`src/rtl/seven_seg_scan_driver.sv`:
```
// ---------------------------------------------------------------------------
// seven_seg_scan_driver
//
// Purpose:
//   Display stage of the stopwatch. Scans the four digit codes (SS0, SS1,
//   MM0, MM1) onto a common-anode 4-digit seven-segment display.
//   - Digits are snapshotted into shadow registers at each frame boundary,
//     so the display never tears.
//   - Each digit slot begins with a short all-off dead-time to avoid ghosting.
//   - The MM0 decimal point acts as a colon that blinks at a frame-based rate.
//
// Optional feature (compile-time macro LEADING_ZERO_BLANK_EN):
//   When defined, the MM1 slot stays dark if the snapshotted MM1 digit is 0.
//
// Parameters:
//   DIV          clk cycles per digit slot (>= 2)
//   BLANK_CYCLES dead-time cycles at the start of each slot (0..DIV-1)
//   BLINK_FRAMES scan frames per half-period of the colon blink (>= 1)
//
// Ports:
//   clk        in   system clock
//   reset      in   asynchronous, active-high reset
//   SS0..MM1   in   4-bit digit codes (seconds units/tens, minutes units/tens)
//   colon_en   in   enables the blinking colon; sampled every cycle
//   an         out  digit anodes, active-low; an[0]=SS0 .. an[3]=MM1
//   seg        out  segments {g,f,e,d,c,b,a}, active-low
//   dp         out  decimal point, active-low; used only in the MM0 slot
//   frame_tick out  one-cycle pulse following each frame boundary
// ---------------------------------------------------------------------------
module seven_seg_scan_driver #(
   parameter int DIV          = 1000,
   parameter int BLANK_CYCLES = 16,
   parameter int BLINK_FRAMES = 250
) (
   input  logic       clk,
   input  logic       reset,
   input  logic [3:0] SS0,
   input  logic [3:0] SS1,
   input  logic [3:0] MM0,
   input  logic [3:0] MM1,
   input  logic       colon_en,
   output logic [3:0] an,
   output logic [6:0] seg,
   output logic       dp,
   output logic       frame_tick
);

   localparam int CNT_W  = $clog2(DIV);
   localparam int BCNT_W = (BLINK_FRAMES > 1) ? $clog2(BLINK_FRAMES) : 1;

   localparam logic [CNT_W-1:0]  LAST_CNT  = CNT_W'(DIV - 1);
   localparam logic [CNT_W-1:0]  BLANK_LIM = CNT_W'(BLANK_CYCLES);
   localparam logic [BCNT_W-1:0] LAST_BCNT = BCNT_W'(BLINK_FRAMES - 1);

   // Active-low {g,f,e,d,c,b,a}; codes 10..15 show a dash as an error mark.
   function automatic logic [6:0] f_decode(input logic [3:0] i_d);
      logic [6:0] v;
      case (i_d)
         4'd0:    v = 7'h40;
         4'd1:    v = 7'h79;
         4'd2:    v = 7'h24;
         4'd3:    v = 7'h30;
         4'd4:    v = 7'h19;
         4'd5:    v = 7'h12;
         4'd6:    v = 7'h02;
         4'd7:    v = 7'h78;
         4'd8:    v = 7'h00;
         4'd9:    v = 7'h10;
         default: v = 7'h3F;
      endcase
      return v;
   endfunction

   logic [CNT_W-1:0]  r_cnt;
   logic [1:0]        r_idx;
   logic [3:0]        r_sh [4];
   logic [BCNT_W-1:0] r_bcnt;
   logic              r_bph;

   logic              w_slot_end;
   logic              w_frame_end;
   logic [CNT_W-1:0]  w_cnt_nxt;
   logic [1:0]        w_idx_nxt;
   logic [3:0]        w_digit_nxt;
   logic              w_bph_nxt;
   logic              w_dead_nxt;
   logic              w_lz_blank;
   logic              w_off;

   // Outputs are registered from the next-state scan position, so the
   // registered an/seg/dp always match the (cnt, idx) held in the same cycle.
   always_comb begin
      w_slot_end  = (r_cnt == LAST_CNT);
      w_frame_end = w_slot_end && (r_idx == 2'd3);
      w_cnt_nxt   = w_slot_end ? '0 : r_cnt + 1'b1;
      w_idx_nxt   = w_slot_end ? r_idx + 2'd1 : r_idx;
      // At a frame boundary the next slot is SS0, taken straight from the
      // input that is being snapshotted on this same edge.
      w_digit_nxt = w_frame_end ? SS0 : r_sh[w_idx_nxt];
      w_bph_nxt   = (w_frame_end && (r_bcnt == LAST_BCNT)) ? ~r_bph : r_bph;
      w_dead_nxt  = (w_cnt_nxt < BLANK_LIM);
`ifdef LEADING_ZERO_BLANK_EN
      w_lz_blank  = (w_idx_nxt == 2'd3) && (w_digit_nxt == 4'd0);
`else
      w_lz_blank  = 1'b0;
`endif
      w_off       = w_dead_nxt || w_lz_blank;
   end

   // Scan position, shadow digits and blink state
   always_ff @(posedge clk or posedge reset) begin
      if (reset) begin
         r_cnt  <= '0;
         r_idx  <= 2'd0;
         for (int i = 0; i < 4; i++) r_sh[i] <= 4'd0;
         r_bcnt <= '0;
         r_bph  <= 1'b0;
      end else begin
         r_cnt <= w_cnt_nxt;
         r_idx <= w_idx_nxt;
         if (w_frame_end) begin
            r_sh[0] <= SS0;
            r_sh[1] <= SS1;
            r_sh[2] <= MM0;
            r_sh[3] <= MM1;
            r_bcnt  <= (r_bcnt == LAST_BCNT) ? '0 : r_bcnt + 1'b1;
            r_bph   <= w_bph_nxt;
         end
      end
   end

   // Registered display outputs
   always_ff @(posedge clk or posedge reset) begin
      if (reset) begin
         an         <= 4'hF;
         seg        <= 7'h7F;
         dp         <= 1'b1;
         frame_tick <= 1'b0;
      end else begin
         an         <= w_off ? 4'hF : ~(4'b0001 << w_idx_nxt);
         seg        <= w_off ? 7'h7F : f_decode(w_digit_nxt);
         dp         <= ~(!w_dead_nxt && (w_idx_nxt == 2'd2) && colon_en && w_bph_nxt);
         frame_tick <= w_frame_end;
      end
   end

endmodule

```
`config.mk`:
```
export PLATFORM = sky130hd
export DESIGN_NAME = seven_seg_scan_driver
export DESIGN_NICKNAME = d
export VERILOG_FILES = /design/src/rtl/seven_seg_scan_driver.sv
export SDC_FILE = /design/constraint.sdc
export NUM_CORES = 1
export LEC_CHECK = 0
export ABC_AREA = 0
export CAP_MARGIN = 40
export CORE_ASPECT_RATIO = 1.25
export CORE_UTILIZATION = 59
export CTS_CLUSTER_SIZE = 16
export DETAILED_ROUTE_END_ITERATION = 16
export GPL_ROUTABILITY_DRIVEN = 0
export GPL_TIMING_DRIVEN = 0
export PLACE_DENSITY = 0.88
export SLEW_MARGIN = 40
export SYNTH_ARGS = -nofsm -noshare
export SYNTH_HDL_FRONTEND = slang
export SYNTH_SLANG_ARGS = --single-unit
```
`constraint.sdc`:
```
create_clock -name clk -period 4.9 [get_ports clk]
set_clock_uncertainty 0.1 [all_clocks]
set_input_delay 0.49 -clock clk [delete_from_list [all_inputs] [get_ports clk]]
set_output_delay 0.49 -clock clk [all_outputs]
set_load 0.1 [all_outputs]
```
## Yosys cells after proc, flatten, opt, wreduce, memory -nomap -nowiden

Memories as Yosys holds them, arrays and structs flattened.
Index checks and enable logic that the tools add are counted.
W data, S select, Z words.

| storage, ports and cells | value |
|---|---|
| register bits after elaboration | 50 |
| bits in read-only memories | 112 |
| bits of input ports | 19 |
| output and inout port bits | 13 |
| logic and storage cells | 43 |
| memories kept | 1 |

| cells by class | value |
|---|---|
| add/sub/neg operators | 3 |
| order comparisons | 2 |
| equality and inequality tests | 4 |
| shift operators | 1 |
| multiplexer cells | 10 |
| bitwise logic cells | 4 |
| reductions and logical operators | 6 |

Memories:

| memory | depth | width | read ports | clocked after Yosys merged registers in | wr ports | RTL line | RTL |
|---|---|---|---|---|---|---|---|
| (name not given) | 16 | 7 | 1 | 0 | 0 | 58 | `case (i_d)` |

Operators by type and width:

| operator | count |
|---|---|
| $mux W4 | 4 |
| $add A10 B1 Y10 const B | 1 |
| $eq A10 B10 Y1 const B | 1 |
| $lt A10 B5 Y1 const B | 1 |
| $mux W10 | 1 |
| $add A8 B1 Y8 const B | 1 |
| $bmux W4 S2 | 1 |
| $eq A8 B8 Y1 const B | 1 |
| $mux W8 | 1 |
| $mux W7 | 1 |
| $logic_and A1 B1 Y1 | 5 |
| $eq A2 B2 Y1 const B | 2 |
| $not A4 Y4 | 1 |
| $shl A1 B2 Y4 const A | 1 |
| $ge A3 B3 Y1 const B | 1 |
| $not A2 Y3 | 1 |
| $add A2 B1 Y2 const B | 1 |
| $mux W2 | 1 |
| $not A1 Y1 | 2 |
| $logic_not A1 Y1 | 1 |
| $mux W1 | 1 |

## Depth between registers and ports, before layout

An unclocked memory read counts as a cell.

| logic depth | value |
|---|---|
| word-level depth | 9 |
| gate-level depth with buffers | 12 |
| mapped depth without buffers | 12 |

## Worst setup path before layout

No wires, ideal clock.

| path | value |
|---|---|
| path type | register -> register |
| start | register r_cnt[0] |
| end | register seg[5] |
| setup time | 0.084 ns |
| data arrival time | 2.299 ns |
| data required time | 4.716 ns |
| slack | 2.417 ns |
| cell stages (with the launch flop) | 13 |
| buffers on the path | 1 |
| clock period less this slack | 2.483 ns |
| cell sequence | dfrtp_1 ha_1 nand4b_1 nor3_2 buf_6 mux2_2 nor2_1 or2_1 inv_1 ha_1 or2_1 a21oi_1 o21ai_1 |

| between the ends | value |
|---|---|
| word-level cells in the longest chain between the ends | 9 |
| elaborated cells between the ends (all ways) | 13 |
| classes of those cells | add/sub: 1; order compare: 1; eq/ne: 1; mux: 7; bitwise: 1; reduce/logical: 1; memory: 1 |

Ends and longest elaborated chain:

| what | RTL line | RTL |
|---|---|---|
| start, declared | 74 | `logic [CNT_W-1:0] r_cnt;` |
| start signal, assigned | 119 | `r_cnt <= w_cnt_nxt;` |
| $eq A10 B10 Y1 | 93 | `w_slot_end = (r_cnt == LAST_CNT);` |
| $mux W2 | 96 | `w_idx_nxt = w_slot_end ? r_idx + 2'd1 : r_idx;` |
| $not A2 Y3 (implied by the code) | 99 | `w_digit_nxt = w_frame_end ? SS0 : r_sh[w_idx_nxt];` |
| $bmux W4 S2 | 99 |  |
| $mux W4 (implied by the code) (2 in a row) | 99 |  |
| $mux W4 | 99 |  |
| $mem_v2 Z16 W7 | n/a |  |
| $mux W7 (*) | 141 | `seg <= w_off ? 7'h7F : f_decode(w_digit_nxt);` |
| end signal, assigned | 141 |  |
| end, declared | 43 | `output logic [6:0] seg,` |

Every way passes the cells marked *; elsewhere a longest branch is shown, timed or not. The select of a mux whose other input is x is not followed.
A chain may end at the register's enable or synchronous reset.

## Final worst setup path

Ends and elaborated chain as after synthesis.

==> flow_summary.toml <==
[die]
die_w_microns = 62.3
core.rowCount = 27
io_pins = 32
die-area_sq_um = 4820
coreArea_sq_um = 4390
die_y_microns = 77.4
start_util_pct = 61.1

[synthesis]
syn_inst = 271
synth_cell_type_count = 50
synth-async-reset-ratio_pct = 100
ys_seq_elements = 50
ys_seq_area_share_pct = 47.2
avgSynthCellArea_sq_um = 9.89
synth_edf_count = 0
syn_area_sq_um = 2680
syn-num-nets = 299
synth_ff_type = "dfrtp_1"
yosysWarningCount = 0

[pwr]
power.density_nw_per_um2 = 225
leakage_uw = 0.00130
peakVddDrop_v = 0.000237

[timing]
post-route-period-util_pct = 56.8
relSlewSlack_pct = 59.9
maxSlewViolCount = 0
period_minus_slack_ps = 2780
grt_setup_unrepaired = "false"
setup_viol = 0
hold_viol_final = 0
max_freq_mhz = 359
setup_tns_ps = 0
worst_pin_slew_ps = 599
hold_ws_ps = 371

[cells_and_area]
area_delta_synth_final_pct = 16.8
design_area_sq_um = 3130
nets = 338
antenna_cells = 0
final_common_cell = "nand2_1"
drive_above_1_share_pct = 16.7
fillCellCount = 305
layout_common_cells = "70 x nand2_1, 38 x dfrtp_1, 21 x nor2_1"

[clock_network]
cts.repair.resized = 0
post_cts_buffers = 0
clock_latency_ps = 300
cts_root_buf = "clkbuf_8"
cts_max_level = 2
cts.sinks = 50
cts_made_buffers = 5
cts_tree = "done"
cts_hold_buf = 0
clk_pin_slew_worst_paths_ps = 90
clockBufferDepth = 2

[route]
drtAntennaViolNets = 0
wirelength_mm = 5.32
post-route-drc-count = 0
routedWlPerCell_microns = 14.4
via_count = 2131
drt-initial-drc-count = 70
avgViaCountPerCell = 5.78
drt-pass1-iter-count = 5

[grt]
antenna_found_initial = 0
overflow = 0
grt_usage_pct = 24.1
grt_pass1_vias = 2147
grt_pass1_wl_mm = 9.11
grt_max_degree = 30

[worst_setup_path]
critPathCaptureType = "register"
path_class = "register to register"
cp.required_ps = 5030
critPathLaunchType = "register"
arrival_ps = 2910
cp_max_fo = 10

[placement]
dp_hpwl_mm = 3.83
dpl_cell_area_sq_um = 3020
port_buffers = 31

[min_path]
hold_class = "register to register"

[flow_run]
drv_cap = 0

[status]
status = "complete, no violations"
==> per-layer routing <==
layer	track usage (%)	vias to the layer above	part of all wire (%)
met1	27.2	1020	42
met3	4.41	18	3.6
met2	43.4	61	51
li1	-	1032	-
met5	0	-	0
met4	12.1	0	2.7
==> cells by family after synthesis <==
group,count (synthesis),share of synthesized area (%)
buf+inv,18,3.41
fa+ha+maj,9,4.20
xor+xnor,9,2.94
flops,50,47.2
compound gates,46,11.9
mux,12,8.68
simple gates,127,21.7
==> path summary, 6_finish.rpt <==
kind | startpoint | cells after the start | slack (ps) | end
worst max-delay path | r_cnt[0]$_DFF_PP0_ | 12 | 2120 | seg[5]$_DFF_PP1_
worst min-delay path | r_cnt[0]$_DFF_PP0_ | 1 | 370 | r_cnt[0]$_DFF_PP0_
worst max register to register | r_cnt[0]$_DFF_PP0_ | 12 | 2120 | seg[5]$_DFF_PP1_
worst min register to register | r_cnt[0]$_DFF_PP0_ | 1 | 370 | r_cnt[0]$_DFF_PP0_
max in group asynchronous | reset | 3 | 3820 | seg[2]$_DFF_PP1_
min in group asynchronous | reset | 2 | 380 | frame_tick$_DFF_PP0_
==> worst max-delay path, cell delays in order, from the launching register on <==
cell and delay, ps:
dfrtp_1 380, ha_1 250, nand4b_1 190, nor3_2 260, buf_6 180, mux2_2 370, nor2_1 80, or2_1 170
inv_1 90, ha_1 200, or2_1 220, a21oi_1 120, o21ai_1 70
==> cells in the mapped netlist (3+ instances only) <==
master	n	area (sq um)
a21oi_1	5	25.0
a31oi_1	3	18.8
buf_2	4	20.0
clkbuf_1	3	11.3
dfrtp_1	38	951
dfstp_2	12	315
ha_1	9	113
inv_1	6	22.5
mux2i_1	3	30.0
mux4_1	6	158
nand2_1	70	263
nand3_1	5	25.0
nand4_1	5	31.3
nor2_1	21	78.8
nor3_1	5	25.0
o21ai_0	16	80.1
o21ai_1	4	20.0
o31ai_1	4	30.0
xnor2_1	3	26.3
xor2_1	6	52.6
==> report_power, final <==
group | switching (uW) | internal (uW) | total (uW)
registers | 0 | 413 | 413
logic | 10.6 | 14.4 | 25.0
clock network | 135 | 132 | 268
==> area by class of cell <==
cell class	count	area (sq um)	share of cell area, %
inverters	8	32.5	1.04
well taps	58	72.6	2.32
clock buffers	6	93.8	3.00
flip-flops and latches	50	1270	40.4
plain buffers	10	61.3	1.96
clock inverters	2	12.5	0.399
repair buffers	32	265	8.47
multi-input cells	203	1330	42.4
==> sequential cells by signal (all words and copies together) (netlist names) <==
| signal | count |
|---|---|
| frame_tick | 1 |
| r_bph | 1 |
| an | 4 |
| r_sh | 16 |
| dp | 1 |
| r_cnt | 10 |
| seg | 7 |
| r_bcnt | 8 |
| r_idx | 2 |
==> metrics by stage <==
| step | std cells | worst slack (ps) | utilization (%) | total power (uW) |
|---|---|---|---|---|
| finish | 369 | 2120 | 71.3 | 705 |
| global route | 369 | 1880 | 71.3 | 730 |
| CTS | 369 | 2120 | 71.2 | 711 |
| detailed placement | 361 | 2130 | 68.8 | 446 |
| global placement | 360 | 2200 | 69.8 | 443 |
| floorplan | 271 | 2420 | - | 427 |
(Power assumes the default switching activity.)
